$ cat src/rtl/lsf_pkg.sv
// Shared types and default sizes for the LSF r-bin histogram bank scheduler.
package lsf_pkg;

    localparam int LSF_RBINS    = 128;
    localparam int LSF_W_BIN    = 8;
    localparam int LSF_W_CNT    = 4;
    localparam int LSF_PIPE_LAT = 5;

    typedef enum logic [2:0] {
        CLEAR,
        IDLE,
        FILL,
        DRAIN,
        HOLD
    } hist_bank_state_t;

endpackage

$ cat src/rtl/lsf_hist_bank_ctrl.sv
// Lifecycle controller for one histogram bank: clear sweep, fill, drain wait,
// result hold, plus the captured running maximum of the event.
module lsf_hist_bank_ctrl
    import lsf_pkg::*;
#(
    parameter int W_BIN      = LSF_W_BIN,
    parameter int W_CNT      = LSF_W_CNT,
    parameter int PIPE_LAT   = LSF_PIPE_LAT,
    parameter int CLR_CYCLES = LSF_RBINS + 2
) (
    input  logic             clk,
    input  logic             rst_n,
    input  logic             flush,
    input  logic             beat,
    input  logic             last,
    input  logic             take,
    input  logic [W_BIN-2:0] max_rbin,
    input  logic [W_CNT-1:0] max_count,
    input  logic             max_vld,
    output hist_bank_state_t state,
    output logic             enable,
    output logic             reset_rbins,
    output logic [W_BIN-2:0] best_rbin,
    output logic [W_CNT-1:0] best_count
);

    localparam int CW = $clog2((CLR_CYCLES > PIPE_LAT) ? CLR_CYCLES : PIPE_LAT);
    localparam logic [CW-1:0] CLR_LAST  = CW'(CLR_CYCLES - 1);
    localparam logic [CW-1:0] DRAIN_LAST = CW'(PIPE_LAT - 1);

    hist_bank_state_t state_reg, state_next;
    logic [CW-1:0]    cnt_reg, cnt_next;
    logic [W_BIN-2:0] best_rbin_reg;
    logic [W_CNT-1:0] best_count_reg;

    always_ff @(posedge clk) begin
        if (!rst_n || flush) begin
            state_reg      <= CLEAR;
            cnt_reg        <= '0;
            best_rbin_reg  <= '0;
            best_count_reg <= '0;
        end else begin
            state_reg <= state_next;
            cnt_reg   <= cnt_next;
            // The bank only raises vld on a strictly larger count, so the last latch is the max.
            if (state_reg == CLEAR) begin
                best_rbin_reg  <= '0;
                best_count_reg <= '0;
            end else if ((state_reg == FILL || state_reg == DRAIN) && max_vld) begin
                best_rbin_reg  <= max_rbin;
                best_count_reg <= max_count;
            end
        end
    end

    always_comb begin
        state_next = state_reg;
        cnt_next   = cnt_reg;
        case (state_reg)
            CLEAR: begin
                if (cnt_reg == CLR_LAST) begin
                    state_next = IDLE;
                    cnt_next   = '0;
                end else begin
                    cnt_next = cnt_reg + 1'b1;
                end
            end
            IDLE: begin
                if (beat) begin
                    state_next = last ? DRAIN : FILL;
                    cnt_next   = '0;
                end
            end
            FILL: begin
                if (beat && last) begin
                    state_next = DRAIN;
                    cnt_next   = '0;
                end
            end
            DRAIN: begin
                if (cnt_reg == DRAIN_LAST) begin
                    state_next = HOLD;
                    cnt_next   = '0;
                end else begin
                    cnt_next = cnt_reg + 1'b1;
                end
            end
            HOLD: begin
                if (take) begin
                    state_next = CLEAR;
                    cnt_next   = '0;
                end
            end
            default: begin
                state_next = CLEAR;
                cnt_next   = '0;
            end
        endcase
    end

    assign state       = state_reg;
    assign enable      = (state_reg == FILL) || (state_reg == DRAIN);
    assign reset_rbins = (state_reg == CLEAR);
    assign best_rbin   = best_rbin_reg;
    assign best_count  = best_count_reg;

endmodule

$ cat src/rtl/lsf_hist_bank_scheduler.sv
// Ping-pong scheduler over two histogram banks: events alternate between banks,
// each bank's max is returned in claim order and the bank is then swept clear.
module lsf_hist_bank_scheduler
    import lsf_pkg::*;
#(
    parameter int RBINS      = LSF_RBINS,
    parameter int W_BIN      = LSF_W_BIN,
    parameter int W_CNT      = LSF_W_CNT,
    parameter int PIPE_LAT   = LSF_PIPE_LAT,
    parameter int CLR_CYCLES = RBINS + 2
) (
    input  logic                   clk,
    input  logic                   rst_n,
    input  logic                   flush,
    input  logic [W_BIN-1:0]       bin_tdata,
    input  logic                   bin_tvalid,
    input  logic                   bin_tlast,
    output logic                   bin_tready,
    output logic [2*W_BIN-1:0]     bank_bin_tdata,
    output logic [1:0]             bank_bin_tvalid,
    output logic [1:0]             bank_enable,
    output logic [1:0]             bank_reset_rbins,
    input  logic [2*(W_BIN-1)-1:0] bank_max_rbin,
    input  logic [2*W_CNT-1:0]     bank_max_count,
    input  logic [1:0]             bank_max_vld,
    output logic [W_BIN-2:0]       res_rbin,
    output logic [W_CNT-1:0]       res_count,
    output logic                   res_bank,
    output logic                   res_valid,
    input  logic                   res_ready,
    output logic                   busy
);

    hist_bank_state_t bank_state [2];
    logic [W_BIN-2:0] best_rbin  [2];
    logic [W_CNT-1:0] best_count [2];
    logic [W_BIN-1:0] fwd_data_reg  [2];
    logic             fwd_valid_reg [2];

    logic claim_ptr_reg;
    logic out_ptr_reg;
    logic accept;
    logic take_any;

    // Events are claimed strictly in alternation, so an open event always lives in bank claim_ptr.
    assign bin_tready = rst_n && !flush &&
                        ((bank_state[claim_ptr_reg] == IDLE) || (bank_state[claim_ptr_reg] == FILL));
    assign accept     = bin_tvalid && bin_tready;

    assign res_valid = rst_n && !flush && (bank_state[out_ptr_reg] == HOLD);
    assign take_any  = res_valid && res_ready;
    assign res_rbin  = best_rbin[out_ptr_reg];
    assign res_count = best_count[out_ptr_reg];
    assign res_bank  = out_ptr_reg;
    assign busy      = (bank_state[0] != IDLE) || (bank_state[1] != IDLE);

    always_ff @(posedge clk) begin
        if (!rst_n || flush) begin
            claim_ptr_reg <= 1'b0;
            out_ptr_reg   <= 1'b0;
        end else begin
            claim_ptr_reg <= claim_ptr_reg ^ (accept && bin_tlast);
            out_ptr_reg   <= out_ptr_reg ^ take_any;
        end
    end

    generate
        for (genvar gi = 0; gi < 2; gi++) begin : g_bank
            logic sel;
            assign sel = (claim_ptr_reg == 1'(gi));

            always_ff @(posedge clk) begin
                if (!rst_n || flush) begin
                    fwd_valid_reg[gi] <= 1'b0;
                    fwd_data_reg[gi]  <= '0;
                end else begin
                    fwd_valid_reg[gi] <= accept && sel;
                    fwd_data_reg[gi]  <= (accept && sel) ? bin_tdata : '0;
                end
            end

            assign bank_bin_tdata[gi*W_BIN +: W_BIN] = fwd_data_reg[gi];
            assign bank_bin_tvalid[gi]               = fwd_valid_reg[gi];

            lsf_hist_bank_ctrl #(
                .W_BIN      (W_BIN),
                .W_CNT      (W_CNT),
                .PIPE_LAT   (PIPE_LAT),
                .CLR_CYCLES (CLR_CYCLES)
            ) u_ctrl (
                .clk         (clk),
                .rst_n       (rst_n),
                .flush       (flush),
                .beat        (accept && sel),
                .last        (bin_tlast),
                .take        (take_any && (out_ptr_reg == 1'(gi))),
                .max_rbin    (bank_max_rbin[gi*(W_BIN-1) +: (W_BIN-1)]),
                .max_count   (bank_max_count[gi*W_CNT +: W_CNT]),
                .max_vld     (bank_max_vld[gi]),
                .state       (bank_state[gi]),
                .enable      (bank_enable[gi]),
                .reset_rbins (bank_reset_rbins[gi]),
                .best_rbin   (best_rbin[gi]),
                .best_count  (best_count[gi])
            );
        end
    endgenerate

endmodule
$ cat config.mk
export PLATFORM = sky130hd
export DESIGN_NAME = lsf_hist_bank_scheduler
export DESIGN_NICKNAME = d
export VERILOG_FILES = /design/src/rtl/lsf_pkg.sv /design/src/rtl/lsf_hist_bank_ctrl.sv /design/src/rtl/lsf_hist_bank_scheduler.sv
export SDC_FILE = /design/constraint.sdc
export NUM_CORES = 1
export LEC_CHECK = 0
export ABC_AREA = 0
export CORE_MARGIN = 3
export CORE_UTILIZATION = 45
export CTS_CLUSTER_DIAMETER = 150
export DETAILED_ROUTE_END_ITERATION = 16
export PLACE_DENSITY = 0.86
export REMOVE_ABC_BUFFERS = 1
export SLEW_MARGIN = 40
export SYNTH_ARGS = -nofsm -noshare
export SYNTH_HDL_FRONTEND = slang
export SYNTH_SLANG_ARGS = --single-unit
$ cat constraint.sdc
create_clock -name clk -period 3.7 [get_ports clk]
set_input_delay 0.555 -clock clk [delete_from_list [all_inputs] [get_ports clk]]
set_output_delay 0.555 -clock clk [all_outputs]
set_load 0.01 [all_outputs]
Word level (Yosys, flattened, before mapping)
Memories as Yosys holds them, arrays and structs flattened.
Index checks and enable logic that the tools add are counted.
{"block": "word_totals", "regBits": 46, "wordCells": 128, "in_bits": 38, "ramBits": 18, "mem_count": 2}
{"name": "fwd_data_reg", "depth": 2, "word_bits": 8, "rd": 2, "rd_clocked_by_memory_dff": 0, "write_ports": 2, "line_no": "lsf_hist_bank_scheduler.sv:37", "source": "logic [W_BIN-1:0] fwd_data_reg [2];"}
{"name": "fwd_valid_reg", "depth": 2, "word_bits": 1, "rd": 2, "rd_clocked_by_memory_dff": 0, "write_ports": 2, "line_no": "lsf_hist_bank_scheduler.sv:38", "source": "logic fwd_valid_reg [2];"}
{"block": "op_classes", "n_bitwise": 10, "reduce_logical": 29, "n_eq_ne": 27, "mux": 46, "n_addsub": 2, "n_lt_le_gt_ge": 2}
{"op": "two-way mux 8 bit", "count": 14}
{"op": "one-hot mux 8 bit (5 select lines)", "count": 2}
{"op": "two-way mux 3 bit", "count": 16}
{"op": "one-hot mux 3 bit (5 select lines)", "count": 2}
{"op": "two-way mux 7 bit", "count": 3}
{"op": "adder 8 x 1 -> 8 bit, second input constant", "count": 2}
{"op": "equality test 8 x 3 -> 1 bit, second input constant", "count": 2}
{"op": "equality test 8 bit, second input constant", "count": 2}
{"op": "inequality test 2 x 1 -> 1 bit, second input constant", "count": 8}
{"op": "equality test 3 x 2 -> 1 bit, second input constant", "count": 5}
{"op": "logical AND 1 bit", "count": 14}
{"op": "two-way mux 4 bit", "count": 3}
{"op": "AND reduction 5 bit", "count": 2}
{"op": "equality test 3 x 1 -> 1 bit, second input constant", "count": 3}
{"op": "equality test 3 bit, second input constant", "count": 3}
{"op": "zero test 3 bit", "count": 2}
{"op": "two-way mux 1 bit", "count": 6}
{"op": "inequality test 3 x 1 -> 1 bit, second input constant", "count": 2}
{"op": "AND reduction 3 bit", "count": 2}
{"op": "logical OR 1 bit", "count": 5}
{"op": "greater-or-equal comparator 2 bit, second input constant", "count": 2}
{"op": "inequality test 2 bit, second input constant", "count": 2}
{"op": "inverter 1 -> 2 bit", "count": 2}
{"op": "OR 1 bit", "count": 4}
{"op": "4 further kinds", "count": 8}

Logic depth before layout (Yosys ltp)
{"block": "depth", "word_depth": 12, "depth_mapped": 13, "depth_no_buf": 11}

Cells and area by module
A second synthesis with hierarchy kept.
{"block": "unflattened", "hier_cells": 342, "hier_area_um2": 2976.6}
{"mod": "lsf_hist_bank_ctrl", "cells_per_inst": 130, "n_inst": 2, "area_per_inst_um2": 1064.8}
{"mod": "lsf_hist_bank_scheduler", "cells_per_inst": 82, "n_inst": 1, "area_per_inst_um2": 847.1}

Least setup slack after synthesis
OpenSTA, ideal clock, no wires.
{"block": "synth_path", "path_kind": "input port to flip-flop", "start": "input port flush", "end": "register g_bank[0].u_ctrl.state_reg[1]", "required_ns": 3.639, "arrival_ns": 2.551, "stages": 11, "path_slack_ns": 1.089, "path_cell_list": "nand2b_1 > clkbuf_1 > nor2_1 > and2_1 > ha_1 > or4b_1 > o41ai_1 > a31o_2 > buf_6 > or2_4 > a32o_1"}
{"block": "synth_between", "word_cells_on_any_way": 14, "cone_classes": "eq/ne: 3; reduce/logical: 11"}
{"element": "from (decl)", "line_no": "lsf_hist_bank_scheduler.sv:14", "source": "input logic flush,"}
{"element": "zero test 1 bit", "line_no": "lsf_hist_bank_scheduler.sv:50", "source": "assign res_valid = rst_n && !flush && (bank_state[out_ptr_reg] == HOLD);"}
{"element": "logical AND 1 bit (2 in series)", "line_no": "lsf_hist_bank_scheduler.sv:50"}
{"element": "via res_valid", "line_no": "lsf_hist_bank_scheduler.sv:29", "source": "output logic res_valid,"}
{"element": "logical AND 1 bit", "line_no": "lsf_hist_bank_scheduler.sv:51", "source": "assign take_any = res_valid && res_ready;"}
{"element": "logical AND 1 bit", "line_no": "lsf_hist_bank_scheduler.sv:96", "source": ".take (take_any && (out_ptr_reg == 1'(gi))),"}
{"element": "inequality test 2 x 1 -> 1 bit (no line)"}
{"element": "AND reduction 5 bit (no line)"}
{"element": "to (signal assigned)", "line_no": "lsf_hist_bank_ctrl.sv:43", "source": "state_reg <= state_next;"}
{"element": "to (decl)", "line_no": "lsf_hist_bank_ctrl.sv:31", "source": "hist_bank_state_t state_reg, state_next;"}
The timed path passes the listed nets, and every way through them passes these cells.
A chain may end at the register's enable or synchronous reset.

Final worst setup path
{"block": "layout_path", "start": "register g_bank[1].u_ctrl.state_reg[0]", "end": "output port bin_tready"}
{"block": "layout_between", "elab_chain_cells": 6, "word_cells_on_any_way": 7, "cone_classes": "eq/ne: 2; mux: 3; reduce/logical: 2"}
{"element": "from (decl)", "line_no": "lsf_hist_bank_ctrl.sv:31"}
{"element": "from (signal assigned)", "line_no": "lsf_hist_bank_ctrl.sv:43"}
{"element": "two-way mux 3 bit (implied by the code) * (3 in series)", "line_no": "lsf_hist_bank_scheduler.sv:47", "source": "((bank_state[claim_ptr_reg] == IDLE) || (bank_state[claim_ptr_reg] == FILL));"}
{"element": "equality test 3 x 1 -> 1 bit or equality test 3 x 2 -> 1 bit (tied branches)", "line_no": "lsf_hist_bank_scheduler.sv:47"}
{"element": "logical OR 1 bit *", "line_no": "lsf_hist_bank_scheduler.sv:47"}
{"element": "logical AND 1 bit *", "line_no": "lsf_hist_bank_scheduler.sv:46", "source": "assign bin_tready = rst_n && !flush &&"}
{"element": "to (decl)", "line_no": "lsf_hist_bank_scheduler.sv:18", "source": "output logic bin_tready,"}
Every way passes the cells marked *; elsewhere a longest branch is shown, timed or not. The select of a mux whose other input is x is not followed.

==> flow_summary.toml <==
[timing]
drv_slew = 0
tightest_slew_ns = 0.779
hold_violations = 0
final.setup.worst_slack_ns = 0.936
fin_crit_sh_pct = 74.7
relSlewSlack_pct = 47.8
fin_crit_ns = 2.76
rsz0062_at_grt = "false"
max_freq_mhz = 362
fin_setup_tns_ns = 0
setup_viol = 0
clock-skew-final_ns = 0.00497
fin_hold_ws_ns = 0.458

[grt]
grt_pass1_vias = 2594
antenna_found_initial = 0
track_usage_pct = 19.9
overflow = 0
grt_start_max_net_pins = 22
grt_pass1_wl_mm = 12.1

[critical_path]
cp_max_fo = 10
r2r_setup_slack_ns = 0.97
critical_path.top_delay_family = "buffers and inverters"
cp.buffers_inverters = 2
critical-path-slowest-cell = "clkdlybuf4s50_1"
worstSetupPathType = "reg2out"
critical_path_required_ns = 3.14
crit_path_end_kind = "output port"
reg2reg_to = "g_bank[0].u_ctrl.state[1]"
timing.critical_path.cells = "xor2_1 -> nand2b_1 -> inv_1 -> a21oi_1 -> nor2_1 -> clkdlybuf4s50_1"
arrival_ns = 2.21
ff2ff_path_depth = 10
startpoint_type = "flip-flop"
regToRegStartpoint = "res_bank"
cpPeakStageDelay_ns = 0.54

[cts]
clock_sink_count = 64
clk_pin_slew_ns = 0.07
cts_tree = "built"
cts_setup_buffers = 0
clk_latency_ns = 0.34
cts_hold_buf = 0
ctsRootBufferMaster = "clkbuf_8"
cts_resized = 0
htreeDepth = 3
cts_buffer_depth = 2
numCtsBuffers = 9

[finish]
final_cells = 492
area_growth_pct = 30.7
nets = 457
drive_gt1_share_pct = 9.64
diodes = 0

[synth]
netlist.area_leader.share_pct = 42.7
syn_inst = 348
synth_edf_count = 0
syn_area_um2 = 3000
synthTopCellsByCount = "dfxtp_1 (64), nand2_1 (47), nand3_1 (35)"
ys_warn_count = 0
synth_cell_type_count = 50
async_flop_share_pct = 0
ys_ff_latch = 64
synth_largest_area_cell = "dfxtp_1"
post-synth-top-count-cell = "dfxtp_1"
yosys_most_used_dff = "dfxtp_1"
seq_area_frac_synth_pct = 42.7
avgSynthCellArea_um2 = 8.62
ys_top_cells_by_area = "dfxtp_1 (43%), nand2_1 (5.9%), nand3_1 (5.8%), a21oi_1 (5.5%), mux2_2 (4.1%)"

[detailed_routing]
ant_nets = 0
viasPerCell = 5.48
vias = 2694
post-route-drc-count = 0
wl_mm = 7.36
first_pass_iters = 5
routedWlPerCell_um = 14.9
first_iter_violations = 117

[placed_design]
place_ws_ns = 0.837
dp.cells = 477
hpwl_mm = 5.35
io_buffers = 74
gp_congestion = 0.849

[die]
die_area_um2 = 7680
initial_utilization_pct = 47.0
num_io_pins = 75
die_height_um = 87.6
fp.coreArea_um2 = 6390
fp-row-count = 29
die-width_um = 87.6

[run_status]
status = "complete, no violations"

[power_and_ir_drop]
ir_drop_mv = 0.192
p_leak_nw = 1.36
cellPowerDensity_nw_per_um2 = 346

[min_path]
worstHoldStart = "g_bank[1].u_ctrl.best_rbin[5]"
hold_depth = 2
hp-class = "reg2reg"
holdPathEnd = "g_bank[1].u_ctrl.best_rbin[5]"

[job]
maxCapViolations = 0
==> final cells by class <==
type,count,area (um2)
inverters,9,33.8
clock inverters,4,55.1
well taps,77,96.3
clock buffers,11,141
multi-input cells,249,1540
repair buffers,78,771
flip-flops and latches,64,1280
fillers,530,2470
==> through the flow <==
step	instance area, um2	power (mW)	util (%)
CTS	3920	1.36	61.4
detailed placement	3720	0.778	58.3
finish	3920	1.36	61.4
global placement	3720	0.776	58.3
global route	3920	1.40	61.4
floorplan	2860	0.725	-
==> per-layer routing <==
metal  vias to the layer above  part of all wire [%]  routed length [um]  GRT usage, %
met5                         -                     0                   0             0
met4                         0                   1.3                  98          7.11
met1                      1245                    44                3240          25.2
li1                       1328                     -                   -             -
met2                       110                    46                3420          33.3
met3                        11                   8.0                 592          4.23
==> layout by cell type, fill, tap and decap left out, types with 3 or more instances in the layout <==
master	netlist	routed
buf_4	7	4
a31oi_1	6	6
nand3_1	35	35
nand2b_1	10	10
clkdlybuf4s50_1	0	74
a21oi_1	33	33
nand3b_1	4	4
inv_1	9	9
nor2b_1	4	4
nor3_2	3	3
nand2_1	47	47
and2_1	18	18
ha_1	8	8
dfxtp_1	64	64
nor3_1	5	5
nor2_1	13	13
o21ai_0	6	6
mux2i_1	6	6
mux2_2	11	11
clkbuf_8	0	10
or4_1	4	4
==> report_power, final <==
| group | internal, mW | total, mW | switching, mW |
|---|---|---|---|
| sequential | 0.691 | 0.694 | 0.00353 |
| combinational | 0.0433 | 0.0687 | 0.0254 |
| clock | 0.328 | 0.593 | 0.265 |
==> worst register-to-register path, stage by stage (launching register included) <==
cell and delay (ns):
dfxtp_1 0.75, nor4b_1 0.11, a21oi_1 0.16, nor2_1 0.07, and2_1 0.17, ha_1 0.17, or4b_1 0.50, o41ai_1 0.10
a31o_2 0.30, or2_4 0.17, a32o_1 0.16
==> worst max path at each step <==
stage | start | endpoint | slack (ns) | depth (start not counted)
2_1_floorplan | flush | g_bank[0].u_ctrl.state[1] | 0.99 | 9
3_3_place_gp | flush | g_bank[0].u_ctrl.state[1] | 0.93 | 10
3_5_place_dp | flush | g_bank[0].u_ctrl.state[1] | 0.84 | 10
4_1_cts | g_bank[1].u_ctrl.state[0] | bin_tready | 0.94 | 6
5_1_grt | g_bank[1].u_ctrl.state[0] | bin_tready | 0.76 | 6
6_report | g_bank[1].u_ctrl.state[0] | bin_tready | 0.94 | 6
==> kinds of logic (layout without fill, tap and decap cells) <==
group	count (synthesis)	count (layout)	synth area share, %
AOI/OAI and AO/OA	59	59	11.6
xor gates and xnor gates	3	3	0.876
adders and majority gates	8	8	3.34
buffers and inverters	35	102	5.92
DFF	64	64	42.7
muxes	17	17	6.13
and+or+nand+nor	162	162	29.5
Note: power is estimated with default switching activity, not from simulation.
